==> config.mk <==
export PLATFORM = sky130hd
export DESIGN_NAME = write_back_stage_flat
export DESIGN_NICKNAME = d
export VERILOG_FILES = /design/src/rtl/write_back_stage_if.sv /design/src/rtl/write_back_stage.sv /design/src/flat_wrapper.sv
export SDC_FILE = /design/constraint.sdc
export NUM_CORES = 1
export LEC_CHECK = 0
export CAP_MARGIN = 20
export CORE_ASPECT_RATIO = 1.4
export CORE_UTILIZATION = 56
export DETAILED_ROUTE_END_ITERATION = 6
export GPL_ROUTABILITY_DRIVEN = 0
export GPL_TIMING_DRIVEN = 0
export PLACE_DENSITY_LB_ADDON = 0.1
export SLEW_MARGIN = 0
export SYNTH_ARGS = -nofsm -noshare
export SYNTH_HDL_FRONTEND = slang
export SYNTH_SLANG_ARGS = --single-unit
==> constraint.sdc <==
create_clock -name clk -period 7.16 [get_ports clk]
set_clock_uncertainty 0.1 [all_clocks]
set_input_delay 0.716 -clock clk [delete_from_list [all_inputs] [get_ports clk]]
set_output_delay 0.716 -clock clk [all_outputs]
set_load 0.05 [all_outputs]
==> src/rtl/write_back_stage_if.sv <==
// Write-back stage bus: MEM/WB result input, hazard-unit query and
// register-bank write port, grouped so the stage and its driver share one
// signal list.
interface write_back_stage_if;
    // MEM/WB result handshake
    logic        in_valid;
    logic        in_ready;
    logic        wb_en;
    logic [4:0]  wb_rd;
    logic        mem_to_reg;
    logic [31:0] alu_result;
    logic [31:0] mem_data;
    logic [1:0]  load_size;
    logic        load_unsigned;
    logic [1:0]  byte_off;

    // Hazard-unit lookup of pending writes
    logic [4:0]  q_reg;
    logic        q_hit;
    logic [31:0] q_data;

    // Register-bank write port
    logic        reg_write;
    logic [4:0]  rw;
    logic [31:0] busw;
    logic        busy;

    // Producer side (pipeline / testbench)
    modport master (
        output in_valid, wb_en, wb_rd, mem_to_reg, alu_result, mem_data,
               load_size, load_unsigned, byte_off, q_reg,
        input  in_ready, q_hit, q_data, reg_write, rw, busw, busy
    );

    // Write-back stage side
    modport slave (
        input  in_valid, wb_en, wb_rd, mem_to_reg, alu_result, mem_data,
               load_size, load_unsigned, byte_off, q_reg,
        output in_ready, q_hit, q_data, reg_write, rw, busw, busy
    );
endinterface

==> src/rtl/write_back_stage.sv <==
// MIPS-DLX write-back stage. Selects ALU or extended load data for each
// completed instruction, queues register writes, and replays them to the
// register bank with one cycle of rw/busw setup ahead of a one-cycle
// reg_write pulse (the bank captures on the rising edge of reg_write).
// Also answers the hazard unit's "is this register still pending" lookup.
module write_back_stage #(
    parameter int DEPTH = 2,   // pending-write queue entries, power of 2, >= 2
    parameter int AW    = 1    // log2(DEPTH)
) (
    input  logic                 clk,
    input  logic                 reset,
    write_back_stage_if.slave    bus
);

    typedef enum logic [1:0] {
        IDLE   = 2'd0,
        SETUP  = 2'd1,
        STROBE = 2'd2
    } state_t;

    typedef struct packed {
        logic [4:0]  rd;
        logic [31:0] data;
    } entry_t;

    localparam logic [AW:0] DEPTH_C = (AW+1)'(DEPTH);
    localparam logic [AW:0] ONE_C   = (AW+1)'(1);

    entry_t        mem [DEPTH];
    logic [AW-1:0] wr_ptr;
    logic [AW-1:0] rd_ptr;
    logic [AW:0]   count;

    state_t        state;
    logic          reg_write_q;
    logic [4:0]    rw_q;
    logic [31:0]   busw_q;

    logic          push;
    logic          pop;
    logic [31:0]   sel_data;
    entry_t        incoming;
    entry_t        head;
    entry_t        next_head;
    logic          more_after_pop;
    logic          q_hit_c;
    logic [31:0]   q_data_c;

    // Little-endian lane pick plus sign/zero extension of a load word.
    // byte_off[0] is irrelevant for halfword loads; size 11 behaves as word.
    function automatic logic [31:0] extend_load(
        input logic [31:0] word,
        input logic [1:0]  size,
        input logic        uns,
        input logic [1:0]  off
    );
        logic [7:0]  b;
        logic [15:0] h;
        case (off)
            2'd0:    b = word[7:0];
            2'd1:    b = word[15:8];
            2'd2:    b = word[23:16];
            default: b = word[31:24];
        endcase
        h = off[1] ? word[31:16] : word[15:0];
        case (size)
            2'b01:   extend_load = uns ? {16'h0000, h} : {{16{h[15]}}, h};
            2'b10:   extend_load = uns ? {24'h000000, b} : {{24{b[7]}}, b};
            default: extend_load = word;
        endcase
    endfunction

    // Result select at accept time; only committed into the queue on push.
    always_comb begin
        sel_data      = bus.mem_to_reg
                      ? extend_load(bus.mem_data, bus.load_size, bus.load_unsigned, bus.byte_off)
                      : bus.alu_result;
        incoming.rd   = bus.wb_rd;
        incoming.data = sel_data;
    end

    // A beat with wb_en=0 is consumed by the handshake but never queued.
    assign bus.in_ready = (count < DEPTH_C);
    assign push         = bus.in_valid & bus.in_ready & bus.wb_en;
    assign pop          = (state == STROBE);

    // Head and the entry that becomes head after the STROBE pop. With a single
    // entry left, the follower can only be the beat being pushed this cycle.
    always_comb begin
        head           = mem[rd_ptr];
        next_head      = (count > ONE_C) ? mem[rd_ptr + 1'b1] : incoming;
        more_after_pop = (count > ONE_C) || push;
    end

    // Queue pointers and occupancy.
    always_ff @(posedge clk or posedge reset) begin
        if (reset) begin
            wr_ptr <= '0;
            rd_ptr <= '0;
            count  <= '0;
        end else begin
            if (push) wr_ptr <= wr_ptr + 1'b1;
            if (pop)  rd_ptr <= rd_ptr + 1'b1;
            case ({push, pop})
                2'b10:   count <= count + 1'b1;
                2'b01:   count <= count - 1'b1;
                default: count <= count;
            endcase
        end
    end

    // Queue storage write.
    // NOTE: storage is not reset; count/pointers define validity, so stale
    // contents are never observed and the array can map onto plain flops/RAM.
    always_ff @(posedge clk) begin
        if (push) mem[wr_ptr] <= incoming;
    end

    // Bank-write sequencer: load rw/busw on entry to SETUP, pulse reg_write
    // for exactly the STROBE cycle, pop at the end of STROBE.
    // NOTE: all sequential state uses non-blocking assignment so every flop
    // samples pre-edge values, independent of statement order.
    always_ff @(posedge clk or posedge reset) begin
        if (reset) begin
            state       <= IDLE;
            reg_write_q <= 1'b0;
            rw_q        <= '0;
            busw_q      <= '0;
        end else begin
            case (state)
                IDLE: begin
                    reg_write_q <= 1'b0;
                    if (count != '0) begin
                        rw_q   <= head.rd;
                        busw_q <= head.data;
                        state  <= SETUP;
                    end
                end
                SETUP: begin
                    reg_write_q <= 1'b1;
                    state       <= STROBE;
                end
                STROBE: begin
                    reg_write_q <= 1'b0;
                    if (more_after_pop) begin
                        rw_q   <= next_head.rd;
                        busw_q <= next_head.data;
                        state  <= SETUP;
                    end else begin
                        state  <= IDLE;
                    end
                end
                default: begin
                    reg_write_q <= 1'b0;
                    state       <= IDLE;
                end
            endcase
        end
    end

    // Hazard lookup over valid entries, oldest to youngest; youngest match wins.
    // NOTE: both outputs get defaults before the loop so no latch is inferred.
    always_comb begin
        q_hit_c  = 1'b0;
        q_data_c = '0;
        for (int i = 0; i < DEPTH; i++) begin
            if (((AW+1)'(i) < count) && (mem[rd_ptr + AW'(i)].rd == bus.q_reg)) begin
                q_hit_c  = 1'b1;
                q_data_c = mem[rd_ptr + AW'(i)].data;
            end
        end
    end

    assign bus.q_hit     = q_hit_c;
    assign bus.q_data    = q_data_c;
    assign bus.reg_write = reg_write_q;
    assign bus.rw        = rw_q;
    assign bus.busw      = busw_q;
    assign bus.busy      = (count != '0) || (state != IDLE);

endmodule

==> src/flat_wrapper.sv <==
// flat-port wrapper written by rule: the top's interface ports become plain ports
module write_back_stage_flat 
#(
    parameter int DEPTH = 2,                                                   
    parameter int AW    = 1                  
)
  (clk, reset, bus_in_valid, bus_wb_en, bus_wb_rd, bus_mem_to_reg, bus_alu_result, bus_mem_data, bus_load_size, bus_load_unsigned, bus_byte_off, bus_q_reg, bus_in_ready, bus_q_hit, bus_q_data, bus_reg_write, bus_rw, bus_busw, bus_busy);
  write_back_stage_if bus_i ();
  input  logic clk;
  input  logic reset;
  input wire logic [$bits(bus_i.in_valid)-1:0] bus_in_valid;
  input wire logic [$bits(bus_i.wb_en)-1:0] bus_wb_en;
  input wire logic [$bits(bus_i.wb_rd)-1:0] bus_wb_rd;
  input wire logic [$bits(bus_i.mem_to_reg)-1:0] bus_mem_to_reg;
  input wire logic [$bits(bus_i.alu_result)-1:0] bus_alu_result;
  input wire logic [$bits(bus_i.mem_data)-1:0] bus_mem_data;
  input wire logic [$bits(bus_i.load_size)-1:0] bus_load_size;
  input wire logic [$bits(bus_i.load_unsigned)-1:0] bus_load_unsigned;
  input wire logic [$bits(bus_i.byte_off)-1:0] bus_byte_off;
  input wire logic [$bits(bus_i.q_reg)-1:0] bus_q_reg;
  output wire logic [$bits(bus_i.in_ready)-1:0] bus_in_ready;
  output wire logic [$bits(bus_i.q_hit)-1:0] bus_q_hit;
  output wire logic [$bits(bus_i.q_data)-1:0] bus_q_data;
  output wire logic [$bits(bus_i.reg_write)-1:0] bus_reg_write;
  output wire logic [$bits(bus_i.rw)-1:0] bus_rw;
  output wire logic [$bits(bus_i.busw)-1:0] bus_busw;
  output wire logic [$bits(bus_i.busy)-1:0] bus_busy;
  assign bus_i.in_valid = bus_in_valid;
  assign bus_i.wb_en = bus_wb_en;
  assign bus_i.wb_rd = bus_wb_rd;
  assign bus_i.mem_to_reg = bus_mem_to_reg;
  assign bus_i.alu_result = bus_alu_result;
  assign bus_i.mem_data = bus_mem_data;
  assign bus_i.load_size = bus_load_size;
  assign bus_i.load_unsigned = bus_load_unsigned;
  assign bus_i.byte_off = bus_byte_off;
  assign bus_i.q_reg = bus_q_reg;
  assign bus_in_ready = bus_i.in_ready;
  assign bus_q_hit = bus_i.q_hit;
  assign bus_q_data = bus_i.q_data;
  assign bus_reg_write = bus_i.reg_write;
  assign bus_rw = bus_i.rw;
  assign bus_busw = bus_i.busw;
  assign bus_busy = bus_i.busy;
  write_back_stage #(.DEPTH(DEPTH), .AW(AW)) u_core (.clk(clk), .reset(reset), .bus(bus_i));
endmodule
==> out/metrics.yaml, run 1 <==
run_status: "complete, but fails checks"
violations_in_the_final_reports: "DRC"
synth_adder_area_share_pct: 0.862
detailedPlacementHpwl_um: 18200
max_slew.worst_pin.slew_ns: 1.02
timing.critical_path.fanout_max: 10
via_count_of_the_first_global_routing_pass: 7405
yosysSeqAreaShare_pct: 45.8
synth_ff_type: "sky130_fd_sc_hd__edfxtp_1"
via_count: 7583
timing.critical_path.slowest_stage_cell: "sky130_fd_sc_hd__clkdlybuf4s50_1"
synth-xor-area-share_pct: 1.69
timing.critical_path.mode_cell: "sky130_fd_sc_hd__buf_2"
cts_repair_resize_count: 0
detail_route.first_pass.iterations: 7
maxClockFrequency_mhz: 203
most_common_library_cell_in_the_layout_ignoring_fill_and_taps: "sky130_fd_sc_hd__clkdlybuf4s50_1"
power_density_mw_per_mm2: 485
effective_utilization_at_floorplan_pct: 58.1
tns_ns: 0
data_required_time_of_the_worst_path_ns: 6.34
cp-end-kind: "output pin"
core.rowCount: 48
layout_common_cells: "sky130_fd_sc_hd__clkdlybuf4s50_1 (154), sky130_fd_sc_hd__a21oi_1 (102), sky130_fd_sc_hd__edfxtp_1 (74)"
synth_enable_flop_cells: 74
antenna_cells: 0
netlist_instances: 739
antenna_violations_before_repair: 0
detail_route.wirelength.met1_um: 9090
wl_met3_um: 3140
multiInputGateArea_mm2: 0.00357
launch_point_of_the_worst_reg_to_reg_path: "u_core.count[1]"
slew-limit-headroom_pct: 31.9
layout.area.seq_mm2: 0.00332
route.met2.wl_um: 12000
ys_async_sr_fraction_pct: 37.3
cts.htree.levels: 4
cts.root.buffer_cell: "sky130_fd_sc_hd__clkbuf_16"
setup.worst_path.class: "reg2out"
global_route.usage.total_pct: 38.7
reg2reg_to: "u_core.bus.busw[30]"
drt-initial-drc-count: 1041
postSynthNetCount: 828
crit_chain: "inv_1 > ha_1 > nand2b_1 > clkbuf_1 > nor4_2 > and2_1 > buf_2 > buf_2 > a22oi_1 > a21oi_1 > clkdlybuf4s50_1"
buffer_ports.inserted: 154
critPathMaxStageDelay_ns: 0.87
fillerInstances: 860
main_combinational_cell_family_by_area_after_synthesis: "compound AO/OA/AOI/OAI gates"
drc: 13
synth-compound-area-share_pct: 31.7
ir_worst_vdd_mv: 0.289
total_power_uw: 4680
detail_route.vias_per_cell: 7.03
worstSkewPairLatency_ns: 0.42
tritoncts: "built"
final_hold_violations: 0
top_layer_used: "met4"
grt_max_degree: 37
worst-endpoint-arrival_ns: 4.10
leakage_uw: 0.00342
reg2reg_depth: 10
report.final.slew_viol_count: 0
postRouteAntennaNets: 0
wl_um: 25800
cts_num_sinks: 118
cts_hold_buf: 0
holdPathStages: 2
relative_area_change_from_synthesis_to_final_layout_pct: 32.9
muxShareOfSynthArea_pct: 5.39
cts_inserted_buffers: 17
synth_area_per_cell_um2: 9.82
cap_viol_max_count: 0
cts_setup_buffers: 0
grt_pass1_wl_um: 39400
yosys.cell_types.count: 44
synth_simple_gate_area_share_pct: 9.39
floorplan.die.width_um: 98.2
io_pins: 157
startpoint_type: "register"
hold_path_end: "u_core.bus.rw[0]"
ys_warn_count: 0
die-height_um: 137
cts.reportedPaths.clkPinSlew_ns: 0.06
core_area_mm2: 0.0125
setup.reg_to_reg.worst_slack_ns: 3.96
clockBufferDepth: 2
ffs_latches_synth: 118
worstHoldPathType: "reg2reg"
mapped_area_mm2: 0.00726
die_area_mm2: 0.0134
share_of_layout_cells_above_drive_strength_1_pct: 9.59
min-delay-start: "u_core.bus.rw[0]"
drt-wirelength-per-cell_um: 23.9
gr-total-overflow: 0
setup_repair_after_global_routing_missed_its_margin: "no"
nets: 1004
finalSetupViolations: 0
timing.final.crit_share_pct: 68.7
final.min_clock_period_ns: 4.92
[synth_stat cells (2+ instances only)]
library cell,count,share of area (%)
sky130_fd_sc_hd__a21oi_1,102,7.0
sky130_fd_sc_hd__edfxtp_1,74,31
sky130_fd_sc_hd__nor2_1,57,2.9
sky130_fd_sc_hd__a22oi_1,51,5.3
sky130_fd_sc_hd__o21ai_0,49,3.4
sky130_fd_sc_hd__a221oi_1,47,5.7
sky130_fd_sc_hd__clkbuf_1,46,2.4
sky130_fd_sc_hd__dfrtp_1,44,15
sky130_fd_sc_hd__nand2_1,41,2.1
sky130_fd_sc_hd__nand2b_1,26,2.2
sky130_fd_sc_hd__mux2i_1,20,2.8
sky130_fd_sc_hd__a211oi_1,16,1.7
sky130_fd_sc_hd__a31oi_1,16,1.4
sky130_fd_sc_hd__mux2_2,15,2.3
sky130_fd_sc_hd__o31ai_1,14,1.4
sky130_fd_sc_hd__o22ai_1,13,1.1
sky130_fd_sc_hd__buf_2,12,0.83
sky130_fd_sc_hd__inv_1,12,0.62
sky130_fd_sc_hd__nor2b_1,10,0.86
sky130_fd_sc_hd__xnor2_1,9,1.1
sky130_fd_sc_hd__a221oi_2,8,1.7
sky130_fd_sc_hd__buf_6,7,1.1
sky130_fd_sc_hd__o211ai_1,7,0.72
sky130_fd_sc_hd__ha_1,5,0.86
sky130_fd_sc_hd__o221ai_1,5,0.60
sky130_fd_sc_hd__xor2_1,5,0.60
sky130_fd_sc_hd__a21oi_2,4,0.48
sky130_fd_sc_hd__a22oi_2,4,0.69
sky130_fd_sc_hd__and2_1,3,0.26
sky130_fd_sc_hd__nand3_1,2,0.14
sky130_fd_sc_hd__nand3b_1,2,0.21
[final cells by class]
type,count,area share (%)
Multi-Input combinational cell,541,37.0
Sequential cell,118,34.4
Timing Repair Buffer,157,16.6
Clock buffer,21,4.67
Buffer,67,3.42
Tap cell,150,1.95
Clock inverter,11,1.39
Inverter,13,0.506
[metal layers]
| layer | global-route usage [%] | vias to the layer above |
|---|---|---|
| li1 | - | 3233 |
| met1 | 46.1 | 3531 |
| met2 | 64.7 | 670 |
| met3 | 9.40 | 149 |
| met4 | 21.6 | 0 |
| met5 | 0 | - |
[cells by family after synthesis]
kind of cell,count (synthesis)
xor gates and xnor gates,14
muxes,36
adders and majority gates,5
AOI/OAI and AO/OA,340
and+or+nand+nor,146
buffers and inverters,80
DFF,118
[how the worst max path moves through the flow]
| stage | startpoint | slack [ns] | endpoint |
|---|---|---|---|
| after floorplan | u_core.count[1] | 3.34 | bus_q_data[10] |
| after global placement | bus_wb_en | 2.61 | u_core.mem[0][8] |
| after detailed placement | bus_q_reg[4] | 2.63 | bus_q_data[10] |
| after CTS | u_core.count[1] | 2.42 | bus_q_data[30] |
| after global routing | u_core.count[1] | 2.15 | bus_q_data[30] |
| final | u_core.count[1] | 2.24 | bus_q_data[30] |
[through the flow]
stage | cell area, um2 | hold slack [ns] | util [%] | instances | setup WS (ns)
2_1_floorplan | 7260 | 0.364 | - | 739 | 3.34
3_3_place_gp | 8990 | 0.363 | 72.0 | 1043 | 2.61
3_5_place_dp | 9060 | 0.372 | 72.6 | 1046 | 2.63
4_1_cts | 9650 | 0.384 | 77.2 | 1078 | 2.42
5_1_grt | 9650 | 0.404 | 77.2 | 1078 | 2.15
6_report | 9650 | 0.377 | 77.2 | 1078 | 2.24
[report_power, final]
group	total (uW)	switching (uW)	internal [uW]
combinational	2760	1860	904
sequential	1050	125	927
clock	864	313	551
[flip-flops by register name, summed over array words and instances, names as in the netlist]
register,flops
u_core.count,2
u_core.bus.reg_write,1
u_core.mem,74
u_core.bus.rw,5
u_core.bus.busw,32
u_core.rd_ptr,1
u_core.state,2
u_core.wr_ptr,1
[critical path: cells and delay by family, from the launching register on]
family	cells	cell delay, ns
buffers and inverters	5	1.78
AND/OR/NAND/NOR	3	0.85
AO/OA/AOI/OAI	2	0.45
flip-flops	1	0.39
adder cells (fa/ha/maj)	1	0.20
Note: power is estimated with default switching activity, not from simulation.
==> run 2, diff against run 1 <==
- CORE_UTILIZATION: 56 -> 47
- clock period: 7.16 -> 4.1 ns (I/O delays scaled with it)
==> run 2 against run 1 <==
The run now ends clean. Die area up 19%. Final cell count increased by 4.0%. Clock power up 78%. Cell area fell by 0.14%. Critical endpoint is now bus_q_data[10].
==> out/metrics.yaml, run 2 (synthesis gave the netlist of run 1 again) <==
run_status: "finished clean"
grtUsageMet2_pct: 54.4
die_area_mm2: 0.0160
cp-end-kind: "output pin"
via_count_of_the_first_global_routing_pass: 7099
cts_num_sinks: 118
drc: 0
cap_viol_max_count: 0
timing.critical_path.fanout_max: 10
grt_peak_use_layer: "met2"
antenna_cells: 0
timing.final.crit_share_pct: 96.6
maxClockFrequency_mhz: 253
gr-total-overflow: 0
io_pins: 157
data_required_time_of_the_worst_path_ns: 3.59
most_common_library_cell_in_the_layout_ignoring_fill_and_taps: "sky130_fd_sc_hd__clkdlybuf4s50_1"
layout_common_cells: "sky130_fd_sc_hd__clkdlybuf4s50_1 (121), sky130_fd_sc_hd__a21oi_1 (102), sky130_fd_sc_hd__edfxtp_1 (74)"
max_slew.worst_pin.slew_ns: 0.995
effective_utilization_at_floorplan_pct: 48.2
core.rowCount: 53
drt-wirelength-per-cell_um: 23.1
cts_inserted_buffers: 17
cts.root.buffer_cell: "sky130_fd_sc_hd__clkbuf_16"
finalSetupViolations: 0
via_count: 7388
final_hold_violations: 0
leakage_uw: 0.00348
cts.reportedPaths.clkPinSlew_ns: 0.06
worstSkewPairLatency_ns: 0.42
power_density_mw_per_mm2: 833
fillerInstances: 1203
antenna_violations_before_repair: 0
cts_hold_buf: 0
nets: 1005
startpoint_type: "register"
max_reg_flops: 74
postRouteAntennaNets: 0
detail_route.first_pass.iterations: 7
buffer_ports.inserted: 154
layout.cells.non_filler: 1121
grt_pass1_wl_um: 38800
global_route.usage.total_pct: 32.8
relative_area_change_from_synthesis_to_final_layout_pct: 32.7
wl_um: 25800
grt_max_degree: 24
floorplan.die.width_um: 107
die-height_um: 149
slew-limit-headroom_pct: 33.4
dp_cells: 1088
regMostFlops: "u_core.mem"
report.final.slew_viol_count: 0
final.min_clock_period_ns: 3.96
ir_worst_vdd_mv: 0.534
drt-initial-drc-count: 922
use_met3_pct: 6.12
setup.worst_path.class: "reg2out"
setup_repair_after_global_routing_missed_its_margin: "no"
use_met1_pct: 41.1
share_of_layout_cells_above_drive_strength_1_pct: 13.1
cts.htree.levels: 4
worst-endpoint-arrival_ns: 3.45
utilization_pct: 64.0
detail_route.vias_per_cell: 6.59
tritoncts: "built"
clockBufferDepth: 2
worstHoldPathType: "in2async"
detailedPlacementHpwl_um: 19000
core_area_mm2: 0.0151
run 2: worst paths after layout:
kind / start / endpoint / slack (ns) / cells after the start
worst max-delay path: u_core.count[1] / bus_q_data[10] / 0.14 / 11
min in group clk: u_core.bus.rw[0] / u_core.bus.rw[0] / 0.38 / 2
max in group asynchronous: reset / u_core.bus.rw[1] / 3.10 / 3
worst min-delay path: reset / u_core.state[0] / 0.26 / 2
worst min register to register: u_core.bus.rw[0] / u_core.bus.rw[0] / 0.38 / 2
worst max register to register: u_core.count[1] / u_core.bus.busw[21] / 0.65 / 10
run 2: final cells by class:
class                           count  area, um2  share of cell area, %
Multi-Input combinational cell    541       3580                   37.2
Sequential cell                   118       3320                   34.5
Timing Repair Buffer              158       1510                   15.6
Clock buffer                       17        425                   4.42
Buffer                             67        330                   3.43
Tap cell                          192        240                   2.49
Clock inverter                     15        180                   1.87
Inverter                           13       48.8                  0.506
run 2: per-stage QoR:
step | power [uW] | setup TNS, ns | instance area, um2 | hold slack (ns) | setup WS, ns
5_1_grt | 8380 | 0 | 9630 | 0.304 | 0.0353
3_5_place_dp | 6590 | 0 | 9130 | 0.380 | 0.120
3_3_place_gp | 6490 | -19.44 | 9040 | 0.362 | -0.265
6_report | 8030 | 0 | 9630 | 0.257 | 0.140
4_1_cts | 8030 | 0 | 9730 | 0.275 | 0.0127
2_1_floorplan | 5000 | 0 | 7260 | 0.364 | 0.589
run 2: repair_timing:
item,CTS,global route
gates cloned,0,0
resized for setup,41,51
pin swaps,1,0
hold endpoints to repair,0,0
setup endpoints to repair,33,29
buffers inserted,1,0
run 2: critical path, cell delays in order (launching register included):
cell and delay (ns):
sky130_fd_sc_hd__dfrtp_1 0.40, sky130_fd_sc_hd__inv_1 0.09, sky130_fd_sc_hd__ha_1 0.21, sky130_fd_sc_hd__nand2b_1 0.15, sky130_fd_sc_hd__clkbuf_1 0.23, sky130_fd_sc_hd__nor4_4 0.39, sky130_fd_sc_hd__and2_1 0.19, sky130_fd_sc_hd__buf_2 0.26
sky130_fd_sc_hd__buf_2 0.31, sky130_fd_sc_hd__a221oi_1 0.14, sky130_fd_sc_hd__a21oi_1 0.24, sky130_fd_sc_hd__clkdlybuf4s15_2 0.41
run 2: routing by layer:
layer	part of all wire, %	vias to the layer above
met5	0	-
met2	48	554
met3	11	73
met1	37	3516
met4	3.7	0
li1	-	3245
run 2: power by group:
group	total [uW]	internal [uW]	switching [uW]
Clock	1540	958	586
Sequential	1830	1620	212
Combinational	4660	1430	3220
Total	8030	4010	4020
==> run 3, diff against run 2 <==
- GPL_TIMING_DRIVEN: 0 -> 1
- PLACE_DENSITY: unset -> 0.9
- PLACE_DENSITY_LB_ADDON: 0.1 -> unset
==> run 3 against run 2 <==
Die area unchanged. Clock power decreased by 3%. Routed wire length decreased by 11%. Power increased by 3.7%. Setup slack improved by 0.090 ns. Sequential cell count unchanged. Register-to-register slack improved by 0.71 ns. Worst hold slack improved by 0.050 ns. Critical endpoint is now bus_q_data[1].
==> out/metrics.yaml, run 3 (synthesis gave the netlist of run 1 again) <==
maxClockFrequency_mhz: 258
power_density_mw_per_mm2: 845
postRouteAntennaNets: 0
timing.critical_path.mode_cell: "sky130_fd_sc_hd__buf_12"
layout_common_cells: "sky130_fd_sc_hd__clkdlybuf4s50_1 (122), sky130_fd_sc_hd__a21oi_1 (102), sky130_fd_sc_hd__edfxtp_1 (74)"
antenna_cells: 0
via_count: 6936
share_of_layout_cells_above_drive_strength_1_pct: 14.2
crit_chain: "mux2i_1 > xnor2_1 > nor4_2 > and2_2 > buf_12 > a221oi_1 > a21oi_1 > buf_12"
buffer_ports.inserted: 156
drc: 0
worstSkewPairLatency_ns: 0.41
run_status: "finished clean"
setup.worst_path.class: "reg2out"
die_area_mm2: 0.0160
antenna_violations_before_repair: 0
final.min_clock_period_ns: 3.87
reg2reg_depth: 9
ir_worst_vdd_mv: 0.732
report.final.slew_viol_count: 0
core_area_mm2: 0.0151
relative_area_change_from_synthesis_to_final_layout_pct: 35.8
cts.root.buffer_cell: "sky130_fd_sc_hd__clkbuf_16"
timing.final.crit_share_pct: 94.4
cts_repair_resize_count: 0
cts.htree.levels: 4
global_route.usage.total_pct: 29.6
final_hold_violations: 0
wl_um: 23100
placedInstanceArea_mm2: 0.00924
timing.critical_path.fanout_max: 43
cp.buffers_inverters: 2
final_area_mm2: 0.00986
cap_viol_max_count: 0
detailedPlacementHpwl_um: 15600
grt_pass1_wl_um: 35700
effective_utilization_at_floorplan_pct: 48.2
cts_inserted_buffers: 17
tritoncts: "built"
max_slew.worst_pin.slew_ns: 1.08
max_reg_flops: 74
utilization_pct: 65.5
io_pins: 157
via_count_of_the_first_global_routing_pass: 6829
slew-limit-headroom_pct: 28.1
gr-total-overflow: 0
setup.reg_to_reg.worst_slack_ns: 1.36
drt-wirelength-per-cell_um: 21.5
clockBufferDepth: 2
grt_max_degree: 104
reg2reg_to: "u_core.bus.busw[20]"
most_common_library_cell_in_the_layout_ignoring_fill_and_taps: "sky130_fd_sc_hd__clkdlybuf4s50_1"
cts_hold_buf: 0
nets: 956
finalSetupViolations: 0
startpoint_type: "register"
core.rowCount: 53
cp_num_cells: 8
regMostFlops: "u_core.mem"
drt-initial-drc-count: 538
category_of_cells_accounting_for_the_largest_share_of_critical_path_delay: "simple AND/OR/NAND/NOR gates"
detail_route.vias_per_cell: 6.47
leakage_uw: 0.00352
die-height_um: 149
launch_point_of_the_worst_reg_to_reg_path: "u_core.count[1]"
cts_num_sinks: 118
setup_repair_after_global_routing_missed_its_margin: "no"
worst-endpoint-arrival_ns: 3.36
fillerInstances: 1132
cp-end-kind: "output pin"
cts_setup_buffers: 0
timing.critical_path.slowest_stage_cell: "sky130_fd_sc_hd__dfrtp_4"
total_power_uw: 8320
cts.reportedPaths.clkPinSlew_ns: 0.06
tns_ns: 0
data_required_time_of_the_worst_path_ns: 3.59
critPathMaxStageDelay_ns: 0.60
worstHoldPathType: "in2async"
detail_route.first_pass.iterations: 7
floorplan.die.width_um: 107
==> run 3: worst max path at each step <==
stage	end	slack (ns)	start
3_3_place_gp	bus_q_data[1]	0.72	bus_q_reg[4]
2_1_floorplan	bus_q_data[10]	0.59	u_core.count[1]
4_1_cts	bus_q_data[27]	0.25	u_core.rd_ptr
3_5_place_dp	bus_q_data[27]	0.63	bus_q_reg[4]
6_report	bus_q_data[1]	0.23	u_core.rd_ptr
5_1_grt	bus_q_data[1]	0.06	u_core.rd_ptr
==> run 3: power by group <==
| group | internal, uW | total (uW) | switching (uW) |
|---|---|---|---|
| Clock | 966 | 1490 | 527 |
| Sequential | 1620 | 1890 | 266 |
| Combinational | 1890 | 4940 | 3050 |
==> run 3: worst register-to-register path: cells and delay by family, from the launching register on <==
kind            cells  cell delay, ns
flops               1            0.40
compound gates      2            0.80
fa+ha+maj           1            0.21
buf+inv             3            0.44
simple gates        3            0.67
==> run 3: layout make-up <==
| type | instances | area, um2 | share of cell area (%) |
|---|---|---|---|
| well taps | 192 | 240 | 2.44 |
| clock inverters | 10 | 131 | 1.33 |
| clock buffers | 22 | 454 | 4.61 |
| repair buffers | 176 | 2070 | 21.0 |
| inverters | 13 | 48.8 | 0.495 |
| multi-input cells | 541 | 3580 | 36.3 |
| flip-flops and latches | 118 | 3330 | 33.8 |
==> run 3: metrics by stage <==
stage	hold WS [ns]	worst slack, ns	std cells
6_report	0.307	0.230	1072
5_1_grt	0.347	0.0553	1072
4_1_cts	0.396	0.248	1071
3_5_place_dp	0.384	0.626	1039
3_3_place_gp	0.366	0.723	1038
2_1_floorplan	0.364	0.589	739
==> run 3: routing by layer <==
metal / global-route usage, % / wire length [um]
met1: 32.7 / 8470
met5: 0 / 0
met4: 16.9 / 1090
met2: 53.0 / 12100
met3: 5.02 / 1380
==> variant 1: new RTL, flow settings as in run 1 <==
Make the reset (`reset`) synchronous in 2 clocked blocks.
--- a/src/rtl/write_back_stage.sv
+++ b/src/rtl/write_back_stage.sv
@@ -93,7 +93,7 @@
     end
 
     // Queue pointers and occupancy.
-    always_ff @(posedge clk or posedge reset) begin
+    always_ff @(posedge clk) begin
         if (reset) begin
             wr_ptr <= '0;
             rd_ptr <= '0;
@@ -120,7 +120,7 @@
     // for exactly the STROBE cycle, pop at the end of STROBE.
     // NOTE: all sequential state uses non-blocking assignment so every flop
     // samples pre-edge values, independent of statement order.
-    always_ff @(posedge clk or posedge reset) begin
+    always_ff @(posedge clk) begin
         if (reset) begin
             state       <= IDLE;
             reg_write_q <= 1'b0;
Check against the original RTL: differs if reset is asserted again (counterexample within 4 cycles, from zero or initial values and one cycle with reset high); with reset held inactive, the same outputs for 4 cycles.
==> variant 1 against run 1 <==
The flow still finishes with violations (DRC); setup slack better by 130 ps; area after synthesis up 0.47%; wire length shrank 1.2%; sequential cell count increased by 1; design area is 0.14% lower; synthesized cell count rose by 1.8%.
Power is not compared: it rests on default switching activity, and its combinational part moved more than twofold at a synthesized area within 25%.
==> variant 1: results (changes against run 1) <==
* Largest cells by area after synthesis: edfxtp_1 30%, dfxtp_1 12%, mux2i_1 10%, mux2_2 5.6%, nand3_1 4.5%
* Worst path max stage delay at 1190 ps (+320 ps)
* Met3 Track Usage GR at 6.333% (-3.1 points)
* Crit path max-delay family: buffers and inverters
* Post-synth top cells: 75 x mux2i_1, 74 x edfxtp_1, 65 x nand3_1
* Reg2Reg Capture Point: u_core.bus.busw[8]$_SDFFE_PP0P_
* Layout cells sized above 1 at 11.30% (+1.7 points)
* Max reg flops at 74 (unchanged)
* Worst slack at placement at 2464 ps (-164.1 ps)
* Placed cells at 1059 (+1.2%)
* CP max-delay cell: a222oi_1
* Top reg by flops: u_core.mem
* Hpwl dp at 18230 um (+0.16%)
* FF-to-FF setup slack at 3970 ps (about the same)
* Status: complete, but fails checks
* Largest net degree at the start of global routing at 24 (-35%)
* DR iter-0 viols at 753 (-28%)
* IO buf count at 152 (-1.3%)
* Routed WL per cell at 23.36 um (-2.3%)
* Nets@finish at 1014 (+1.0%)
* First-pass GRT wire length at 38340 um (-2.6%)
* Met2 GRT Util at 66.16% (+1.5 points)
* Min-delay src: u_core.bus.busw[6]$_SDFFE_PP0P_
* WS Path Type: in2out
* Peak supply drop at 229.3 uV
* Internal at 1.779 mW
* Setup crit start: bus_q_reg[3]
* Vias in the first global route at 7231 (-2.3%)
* Crit path DAT at 3970 ps (-130 ps)
* Ys flop type: edfxtp_1
* Final period util at 66.90% (-1.8 points)
* Sequential area share after synthesis at 42.82% (-3.0 points)
* Via-to-Cell Ratio at 6.687 (-4.9%)
* Worst-case hold path end point: u_core.bus.busw[6]$_SDFFE_PP0P_
* GRT Util Overall at 38.09% (-0.66 points)
* Crit Reg-Reg Startpoint: u_core.count[1]$_SDFFE_PP0P_
* Post-Syn Area per Cell at 9.698 um2 (-1.3%)
* # H-tree levels at 4 (unchanged)
* Vias after detailed routing at 7296 (-3.8%)
* Failing checks: DRC
* Netlist cell types at 50 (+14%)
* HP Class: reg2reg
* FFs w/ async S/R, synth at 0% (-37 points)
* Crit path to: bus_q_data[14]
* Reg2Reg Depth at 8 (-2)
* Post-synth EDFFs at 74 (unchanged)
* CTS Hold Buffers Added at 0 (unchanged)
* Slew @ Worst Pin at 1433 ps (+415.3 ps)
* Initial antenna violation count at 0 (unchanged)
* Root buf cell: clkbuf_16
* CTS buffer count at 17 (unchanged)
* Hold Slack at 369.5 ps (-7.941 ps)
* M1 GR Usage at 43.04% (-3.0 points)
* DR DRC count at 13 (unchanged)
* Clk_lat worst skew at 410 ps
* Synth Net Count at 841 (+1.6%)
[variant 1: cell types whose count changed after synthesis, sizes merged, moves of 44 or more]
| cell | before | now |
|---|---|---|
| dfxtp | 0 | 45 |
| a21oi | 106 | 52 |
| mux2i | 20 | 75 |
| dfrtp | 44 | 0 |
| a221oi | 55 | 0 |
| a22oi | 55 | 0 |
| nand3 | 2 | 65 |
[variant 1: power by group through the flow]
| stage | Clock [mW] | Sequential, mW | Combinational, mW |
|---|---|---|---|
| detailed placement | 0 | 0.922 | 1.22 |
| finish | 0.829 | 0.913 | 1.25 |
| global route | 0.856 | 0.921 | 1.31 |
| global placement | 0 | 0.917 | 1.18 |
| floorplan | 0 | 1.14 | 0.565 |
| CTS | 0.823 | 0.910 | 1.22 |
[variant 1: worst min-delay path, stage by stage, from the launching register on]
cell      delay (ps)
dfxtp_1          310
nand2_1           60
a211oi_1          50
[variant 1: per-layer routing]
metal,vias to the layer above,wire length (um)
li1,3183,-
met1,3477,8768
met2,527,12650
met5,-,0
met3,109,2505
met4,0,1566
[variant 1: layout make-up]
type                    count  area (um2)
flip-flops and latches    119        3123
clock inverters            12       126.4
repair buffers            154        1562
plain buffers              69       307.8
well taps                 153       191.4
inverters                  25       93.84
clock buffers              20       446.7
multi-input cells         539        3784
fillers                   914        3118
[variant 1: through the flow]
stage | util [%] | instance area, um2
final | 75.55 | 9634
after global placement | 70.62 | 9006
after floorplan | - | 7293
after global routing | 75.55 | 9634
after CTS | 75.55 | 9634
after detailed placement | 71.06 | 9061
[variant 1: kinds of logic after synthesis]
group           count (synthesis)  share of synthesized area [%]
fa+ha+maj                       5                         0.8578
mux                           118                          17.14
flops                         119                          42.82
xor+xnor                       11                          1.321
buf+inv                        94                          5.507
simple gates                  197                          13.21
compound gates                208                          19.15
==> variant 2: new RTL, config.mk and constraints of run 1 <==
Without the edit above. The 3 states of `state_t` get a one-hot encoding in 3 bits.
--- a/src/rtl/write_back_stage.sv
+++ b/src/rtl/write_back_stage.sv
@@ -12,10 +12,10 @@
     write_back_stage_if.slave    bus
 );
 
-    typedef enum logic [1:0] {
-        IDLE   = 2'd0,
-        SETUP  = 2'd1,
-        STROBE = 2'd2
+    typedef enum logic [2:0] {
+        IDLE   = 3'b001,
+        SETUP  = 3'b010,
+        STROBE = 3'b100
     } state_t;
 
     typedef struct packed {
Check against the original RTL: no difference found for any inputs over 4 cycles, from zero or initial values and one cycle with reset high; so few cycles prove little.
==> variant 2 against run 1 <==
Setup slack improved by 120 ps; design area grew 0.58%; count of clock-buffer cells in the layout down 2; wire length is 0.74% higher; the flow still finishes with violations (DRC); area after synthesis decreased by 0.52%; fmax up 2.6%; power is 3.1% lower; clock power rose by 13%; sequential cell count increased by 1.
==> variant 2: results (changes against run 1) <==
* Status: complete, but fails checks
* Failing checks: DRC
* Setup TNS at 0 ps (unchanged)
* Largest cells by area after synthesis: edfxtp_1 31%, dfrtp_1 15%, a221oi_1 9.6%, a21oi_1 7.3%, o22ai_1 5.5%
* GRT Util Overall at 39.58% (+0.83 points)
* FFs w/ async S/R, synth at 37.82% (+0.53 points)
* Metal3 WL at 2941 um (-6.5%)
* Netlist cell types at 51 (+16%)
* Fill count at 831 (-3.4%)
* Met3 Track Usage GR at 8.586% (-0.81 points)
* PostCTS Resize Cnt at 0 (unchanged)
* Initial antenna violation count at 0 (unchanged)
* Peak supply drop at 313.1 uV (+8.3%)
* Root buf cell: clkbuf_16
* Crit path DAT at 3980 ps (-120 ps)
* Switching pwr at 2.115 mW (-7.9%)
* Xor and xnor area share after synthesis at 1.698% (+0.0088 points)
* Worst path max stage delay at 840 ps (-30 ps)
* Reg2Reg Capture Point: u_core.bus.busw[16]$_DFFE_PP0P_
* Placed inst area at 9035 um2 (-0.32%)
* Top reg by flops: u_core.mem
* Crit path to: bus_q_data[18]
* FF-to-FF setup slack at 4170 ps (+210 ps)
* CP max-delay cell: clkdlybuf4s50_1
* First-pass GRT wire length at 39800 um (+1.1%)
* Sequential area share after synthesis at 46.38% (+0.60 points)
* DR DRC count at 8 (-5)
* Post-synthesis mux area share at 5.596% (+0.20 points)
* Adder-Cell Fraction of Synth Area at 0.8663% (+0.0045 points)
* M1 wire length at 8972 um (-1.3%)
* Met2 GRT Util at 67.64% (+3.0 points)
* Vias in the first global route at 7559 (+2.1%)
* Nets@finish at 1038 (+3.4%)
* Rel. slew slack at 38.04% (+6.2 points)
* Finished Cell Area at 9704 um2 (+0.58%)
* Layout cells sized above 1 at 7.069% (-2.5 points)
* Clock Path Buffers at 2 (unchanged)
* DR iter-0 viols at 1420 (+36%)
* Total leakage power at 3.565 nW (+4.3%)
* Vias after detailed routing at 7764 (+2.4%)
* Compound-gate portion of the synthesized area at 28.92% (-2.7 points)
* Setup crit start: u_core.rd_ptr$_DFFE_PP0P_
* Initial DRT Pass Iterations at 7 (unchanged)
* Clock power share at 21.5% (+3.0 points)
* M1 GR Usage at 45.99% (-0.086 points)
* Hpwl dp at 18380 um (+1.0%)
* Post-CTS setup buffers at 0 (unchanged)
* IO buf count at 154 (unchanged)
* Post-synth top cells: 105 x a21oi_1, 100 x nor2_1, 79 x a221oi_1
* Worst-case hold path end point: u_core.bus.rw[4]$_DFFE_PP0P_
* Met2 WL post-DR at 12670 um (+5.3%)
* Synth Net Count at 862 (+4.1%)
* Max FO, Critical Path at 10 (unchanged)
* Min-delay src: u_core.bus.rw[4]$_DFFE_PP0P_
* Largest net degree at the start of global routing at 33 (-11%)
* Post-synth EDFFs at 74 (unchanged)
* Routed WL per cell at 23.36 um (-2.3%)
* Fin. Hold Viols at 0 (unchanged)
-- variant 2: cell type report --
| cell class | instances | area share [%] |
|---|---|---|
| plain buffers | 74 | 3.571 |
| clock inverters | 13 | 2.334 |
| well taps | 150 | 1.934 |
| flip-flops and latches | 119 | 34.52 |
| inverters | 14 | 0.5415 |
| multi-input cells | 566 | 35.88 |
| clock buffers | 19 | 4.564 |
| repair buffers | 157 | 16.66 |
-- variant 2: tightest hold or removal path, delay by kind of cell, from the launching register on --
family	cells	cell delay (ps)
DFF	1	340
AOI/OAI and AO/OA	1	60
and+or+nand+nor	1	50
-- variant 2: metrics by stage --
stage	instances	power (mW)	hold slack [ps]	setup WS (ps)
2_1_floorplan	773	2.692	355.5	3709
5_1_grt	1112	4.701	419.7	2301
3_3_place_gp	1077	3.431	369.8	2347
3_5_place_dp	1080	3.506	385.1	2586
4_1_cts	1112	4.486	397.1	2469
6_report	1112	4.533	390.2	2367
